<file path="src/rtl/calc_disp_pkg.sv">
// Shared constants for the calculator display path: the scan mux and the
// bin_7seg wrapper agree on nibble width, the blank nibble and the anode-off pattern.
package calc_disp_pkg;

    localparam int NIBBLE_W   = 4;
    localparam int MAX_DIGITS = 64;

    // Wide enough for any supported bank; users slice [NUM_DIGITS-1:0].
    localparam logic [MAX_DIGITS-1:0] AN_OFF       = '1;
    localparam logic [NIBBLE_W-1:0]   BLANK_NIBBLE = 4'h0;

endpackage

</file>
<file path="src/rtl/seg_scan_mux_clk_tick_div.sv">
// Refresh prescaler: free-running 0..DIV-1 counter with a 1-cycle tick on the
// last count. DIV = 1 ticks every cycle.
module clk_tick_div #(
    parameter int DIV = 50000
) (
    input  logic clk_i,
    input  logic rst_ni,
    output logic tick_o
);

    localparam int               DIV_W = $clog2(DIV + 1);
    localparam logic [DIV_W-1:0] LAST  = DIV_W'(DIV - 1);

    logic [DIV_W-1:0] cnt_q, cnt_d;

    assign tick_o = (cnt_q == LAST);
    assign cnt_d  = tick_o ? '0 : cnt_q + 1'b1;

    always_ff @(posedge clk_i or negedge rst_ni) begin
        if (!rst_ni) cnt_q <= '0;
        else         cnt_q <= cnt_d;
    end

endmodule

</file>
<file path="src/rtl/seg_scan_mux.sv">
// Time-multiplexed 7-segment scan controller: double-buffered hex value, one
// nibble per scan slot, active-low anodes, leading-zero blanking, frame pulse.
module seg_scan_mux
    import calc_disp_pkg::*;
#(
    parameter int NUM_DIGITS  = 4,
    parameter int REFRESH_DIV = 50000
) (
    input  logic                           CLK,
    input  logic                           RST_N,
    input  logic                           LOAD,
    input  logic [NIBBLE_W*NUM_DIGITS-1:0] VALUE,
    input  logic                           BLANK_LZ,
    output logic [NIBBLE_W-1:0]            BI_DIGIT,
    output logic                           DIG_BLANK,
    output logic [NUM_DIGITS-1:0]          AN,
    output logic                           FRAME
);

    localparam int                SLOT_W    = (NUM_DIGITS > 1) ? $clog2(NUM_DIGITS) : 1;
    localparam int                VAL_W     = NIBBLE_W * NUM_DIGITS;
    localparam logic [SLOT_W-1:0] LAST_SLOT = SLOT_W'(NUM_DIGITS - 1);

    logic                  tick, boundary;
    logic [SLOT_W-1:0]     slot_q, slot_d;
    logic [VAL_W-1:0]      active_q, active_d;
    logic [VAL_W-1:0]      pending_q, pending_d;
    logic                  pend_vld_q, pend_vld_d;
    logic [NUM_DIGITS-1:0] an_q, an_d;
    logic [NIBBLE_W-1:0]   digit_q, digit_d;
    logic                  blank_q, blank_d;
    logic                  frame_q, frame_d;
    logic [NUM_DIGITS-1:0] upper_zero;
    logic                  run_zero;

    clk_tick_div #(.DIV(REFRESH_DIV)) u_div (
        .clk_i  (CLK),
        .rst_ni (RST_N),
        .tick_o (tick)
    );

    assign boundary = tick && (slot_q == LAST_SLOT);

    always_comb begin
        slot_d = slot_q;
        if (tick) slot_d = (slot_q == LAST_SLOT) ? '0 : slot_q + 1'b1;
    end

    // A LOAD landing on the boundary bypasses pending so the newest value wins.
    always_comb begin
        active_d   = active_q;
        pending_d  = pending_q;
        pend_vld_d = pend_vld_q;
        if (boundary) begin
            if (LOAD)            active_d = VALUE;
            else if (pend_vld_q) active_d = pending_q;
            pend_vld_d = 1'b0;
        end else if (LOAD) begin
            pending_d  = VALUE;
            pend_vld_d = 1'b1;
        end
    end

    // upper_zero[i]: nibbles i..NUM_DIGITS-1 of the active value are all blank.
    always_comb begin
        upper_zero = '0;
        run_zero   = 1'b1;
        for (int i = NUM_DIGITS - 1; i >= 0; i--) begin
            run_zero      = run_zero && (active_q[NIBBLE_W*i +: NIBBLE_W] == BLANK_NIBBLE);
            upper_zero[i] = run_zero;
        end
    end

    always_comb begin
        for (int i = 0; i < NUM_DIGITS; i++) an_d[i] = (slot_q != SLOT_W'(i));
        digit_d = active_q[NIBBLE_W*slot_q +: NIBBLE_W];
        blank_d = BLANK_LZ && (slot_q != '0) && upper_zero[slot_q];
        frame_d = boundary;
    end

    always_ff @(posedge CLK or negedge RST_N) begin
        if (!RST_N) begin
            slot_q     <= '0;
            active_q   <= '0;
            pending_q  <= '0;
            pend_vld_q <= 1'b0;
            an_q       <= AN_OFF[NUM_DIGITS-1:0];
            digit_q    <= '0;
            blank_q    <= 1'b1;
            frame_q    <= 1'b0;
        end else begin
            slot_q     <= slot_d;
            active_q   <= active_d;
            pending_q  <= pending_d;
            pend_vld_q <= pend_vld_d;
            an_q       <= an_d;
            digit_q    <= digit_d;
            blank_q    <= blank_d;
            frame_q    <= frame_d;
        end
    end

    assign AN        = an_q;
    assign BI_DIGIT  = digit_q;
    assign DIG_BLANK = blank_q;
    assign FRAME     = frame_q;

endmodule

</file>
<file path="config.mk">
export PLATFORM = sky130hd
export DESIGN_NAME = seg_scan_mux
export DESIGN_NICKNAME = d
export VERILOG_FILES = /design/src/rtl/calc_disp_pkg.sv /design/src/rtl/seg_scan_mux_clk_tick_div.sv /design/src/rtl/seg_scan_mux.sv
export SDC_FILE = /design/constraint.sdc
export NUM_CORES = 1
export LEC_CHECK = 0
export BUFFER_PORTS_ARGS = -buffer_cell sky130_fd_sc_hd__buf_2
export CAP_MARGIN = 40
export CORE_ASPECT_RATIO = 2
export CORE_MARGIN = 2
export CORE_UTILIZATION = 40
export DETAILED_ROUTE_END_ITERATION = 8
export HOLD_SLACK_MARGIN = 0.12
export RECOVER_POWER = 50
export REMOVE_ABC_BUFFERS = 1
export SYNTH_ARGS = -nofsm -noshare
export SYNTH_HDL_FRONTEND = slang
export SYNTH_HIERARCHICAL = 1
export SYNTH_SLANG_ARGS = --single-unit
</file>
<file path="constraint.sdc">
create_clock -name CLK -period 2 [get_ports CLK]
set_input_delay 0.4 -clock CLK [delete_from_list [all_inputs] [get_ports CLK]]
set_output_delay 0.4 -clock CLK [all_outputs]
set_load 0.05 [all_outputs]
</file>
==> results.txt <==
The run finished with clean final reports. The count of placed standard cells in the final layout, fillers left out came out at 351. The number of antenna violations at the first check in global routing came out at 0. The I/O pin count came out at 30. Dividing the detail-routed wire length by the instance count gives 14.8 microns.

In this run the register-to-register setup slack is ~0.087 ns. The synthesized netlist cell count is 215. The analysis attributes to cell leakage a power of between 1.5 and 2 nW.

The starting density of the core came out at 41.4%. The number of antenna diodes in the final layout is 0. The clock-pin slew on the worst setup and hold paths came out at ~0.050 ns. Dividing total power by cell area gives a power density of 863 nW/um^2. The residual antenna-violating net count after detailed routing came out at 0.

The type of the worst setup path is reg -> reg. The critical register-to-register path startpoint is u_div/cnt_q[0]. The post-synthesis sequential element count is 61. The proportion of register bits with asynchronous set or reset after synthesis came out at 100%. The number of different library cells used by synthesis comes to 38. The full die area came out at between 7000 and 8000 sq um.

The number of clock sinks came out at 61. The average footprint of a synthesized cell came out at 12.8 sq um. The max-slew violation count was 0.

The clock latency of the later-clocked register in the worst-skew pair is 0.33 ns. The number of endpoints with negative hold slack in the final report is 0. The global placer's final weighted congestion is 0.750. The root buffer cell chosen for the clock tree is clkbuf_16. The maximum fanout count along the critical path is 8. The cell count after placement came out at roughly 330.

The number of enable-type register cells in the synthesized netlist came out at 0. The total of fill cells in the finished design is 630. The share of layout cells above drive strength 1 is 31.9%. The area added between synthesis and finish is 22.2%. The number of global-route vias before repair came out at between 1,500 and 2,000. The floorplan has 42 rows. The number of clock buffers inserted by TritonCTS is 9. The count of routing violations after the opening detailed-route iteration is 57.

STA classifies the critical path startpoint as a flip-flop. The first-pass GRT wire length came out at 8.56 mm. The iteration count of the initial detailed-routing pass came out at 4. After synthesis the cells add up to 2740 sq um. The most critical setup path has its endpoint at pending_q[2]. The routed wire length came out at 5.18 mm. The clock tree from TritonCTS is done. The fraction of the yosys area taken by sequential cells came out at a little under three fifths. The detailed router placed around 1,700 vias in this run. The library cells used most frequently in the layout, excluding fill and tap cells, are 56 x dfrtp_1, 26 x buf_2, 21 x nand2_1, 19 x o21ai_0, 17 x mux2i_1. The achievable frequency came out at around 520 MHz.

The worst endpoint required time came out at about 2.2 ns. The most critical setup path has its startpoint at u_div/cnt_q[0]. Global routing used 15.2% of the available tracks across all layers. The library cell used most frequently in the layout, excluding fill and tap cells, is dfrtp_1.

The count of input and output buffers is 29. The core area came out at 6620 sq um. The residual overflow from global routing came out at 0. The net total in the final layout came out at 283. The Yosys warning count came out at 6. The setup violation total in the final timing report came out at 0.

The H-tree level count is 3. The arrival time at the worst endpoint came out at 2.12 ns. The remaining routing DRC violations is 0. The pin count of the biggest net entering global routing came out at 33. The endpoint type of the worst setup path is a flip-flop. Between clock sinks in the finished design, the worst skew comes to 0.00719 ns. The die height came out at 121 microns.

For this run, the share of the core covered by cells in the final layout is between 50% and 60%. The via count normalized by instance count came out at 4.89. Counting cells, the worst reg-to-reg path comes to 7.

In this run the tightest slew margin relative to its limit is 53.6%. The post-route minimum period came out at 1.91 ns. Setup repair after global routing left no endpoint under its margin.

The peak supply drop is roughly 630 uV. The final worst-path cycle share came out at 95.7%. The horizontal die dimension came out at 62.6 microns.

For the pin with the worst max-slew slack, the measured transition is 0.697 ns. The worst min-delay path category is in -> reg. The detailed placer's ending HPWL came out at 3.69 mm. Across the run, the number of max-cap violations was 0. No sink is reached through more buffers than the 2 on the longest clock path.

In this run the critical register-to-register path is captured at pending_q[2]. In the synthesized netlist the dominant register cell turns out to be dfrtp_1.
[cell families after synthesis]
| kind of cell | after synthesis | share of synthesized area [%] |
|---|---|---|
| compound gates | 24 | 4.70 |
| xor+xnor | 12 | 3.83 |
| fa+ha+maj | 5 | 2.28 |
| buf+inv | 17 | 3.97 |
| flops | 61 | 55.9 |
| mux | 37 | 17.4 |
| simple gates | 59 | 11.9 |
[report_power, final]
| part | internal [mW] | total [mW] | switching, mW |
|---|---|---|---|
| combinational | 0.0845 | 0.155 | 0.0705 |
| sequential | 1.27 | 1.29 | 0.0177 |
| clock | 0.936 | 1.45 | 0.514 |
| total | 2.29 | 2.89 | 0.602 |
[flip-flops by register name, summed over array words and instances (netlist names)]
signal / cells
slot_q: 2
active_q: 16
pending_q: 16
DIG_BLANK: 1
AN: 4
pend_vld_q: 1
u_div/cnt_q: 16
BI_DIGIT: 4
FRAME: 1
[cell type report]
type / count / area, sq um / share of cell area (%)
Clock buffer: 13 / 270 / 8.06
Clock inverter: 3 / 20.0 / 0.597
Inverter: 7 / 26.3 / 0.784
Multi-Input combinational cell: 137 / 1110 / 33.3
Sequential cell: 61 / 1530 / 45.7
Tap cell: 88 / 110 / 3.28
Timing Repair Buffer: 42 / 278 / 8.29
[synthesized netlist by cell type, drive strengths merged, types with 2 or more instances]
cell type | number | share of area, %
nand3 | 4 | 0.73
and2 | 4 | 1.1
buf | 8 | 2.7
and3 | 2 | 0.50
nor4 | 4 | 0.91
xor2 | 8 | 2.6
inv | 7 | 0.96
dfrtp | 56 | 51
clkbuf | 2 | 0.32
dfstp | 5 | 4.8
nor2 | 9 | 1.2
and4 | 5 | 1.7
mux2 | 16 | 7.9
ha | 5 | 2.3
xnor2 | 4 | 1.3
mux2i | 17 | 6.2
nand2 | 21 | 2.9
o21ai | 19 | 3.5
mux4 | 4 | 3.3
nand4 | 3 | 0.68
nor2b | 2 | 0.55
a21oi | 2 | 0.36
[timing repair]
item / in CTS / in global routing
buffers inserted: 0 / 0
hold endpoints to repair: 19 / 0
hold buffers: 1 / 0
gates resized for setup: 0 / 4
setup endpoints to repair: 0 / 22
[critical path: stages, from the launching register on]
cell       delay, ns
dfrtp_1         0.40
ha_2            0.20
and3_1          0.18
and4_1          0.17
and2_4          0.18
nor2b_4         0.16
clkbuf_16       0.20
mux2_4          0.30
[through the flow]
| stage | total power [mW] | TNS (ns) | cell area [sq um] | worst slack [ns] | hold slack [ns] |
|---|---|---|---|---|---|
| 2_1_floorplan | 1.38 | -10.29 | 2660 | -0.441 | 0.104 |
| 5_1_grt | 3.00 | 0 | 3350 | 0.0130 | 0.306 |
| 4_1_cts | 2.93 | 0 | 3340 | 0.0450 | 0.294 |
| 6_report | 2.89 | 0 | 3350 | 0.0865 | 0.303 |
| 3_3_place_gp | 1.46 | 0 | 3040 | 0.0825 | 0.419 |
| 3_5_place_dp | 1.46 | 0 | 3040 | 0.0644 | 0.417 |
[worst min-delay path by stage]
stage          startpoint             end  slack [ns]  cells past startpoint
4_1_cts          BLANK_LZ       DIG_BLANK        0.29                      3
2_1_floorplan       RST_N     BI_DIGIT[0]        0.10                      0
3_5_place_dp        RST_N  u_div/cnt_q[6]        0.42                      1
6_report         BLANK_LZ       DIG_BLANK        0.30                      3
3_3_place_gp        RST_N  u_div/cnt_q[6]        0.42                      1
5_1_grt          BLANK_LZ       DIG_BLANK        0.31                      3
[layer usage]
metal	share of wire, %	track usage [%]	up-vias
li1	-	-	836
met1	39	16.3	842
met2	56	26.7	29
met3	3.2	4.08	8
met4	2.2	8.33	0
met5	0	0	-
No activity file was read; power rests on OpenSTA's default activity.
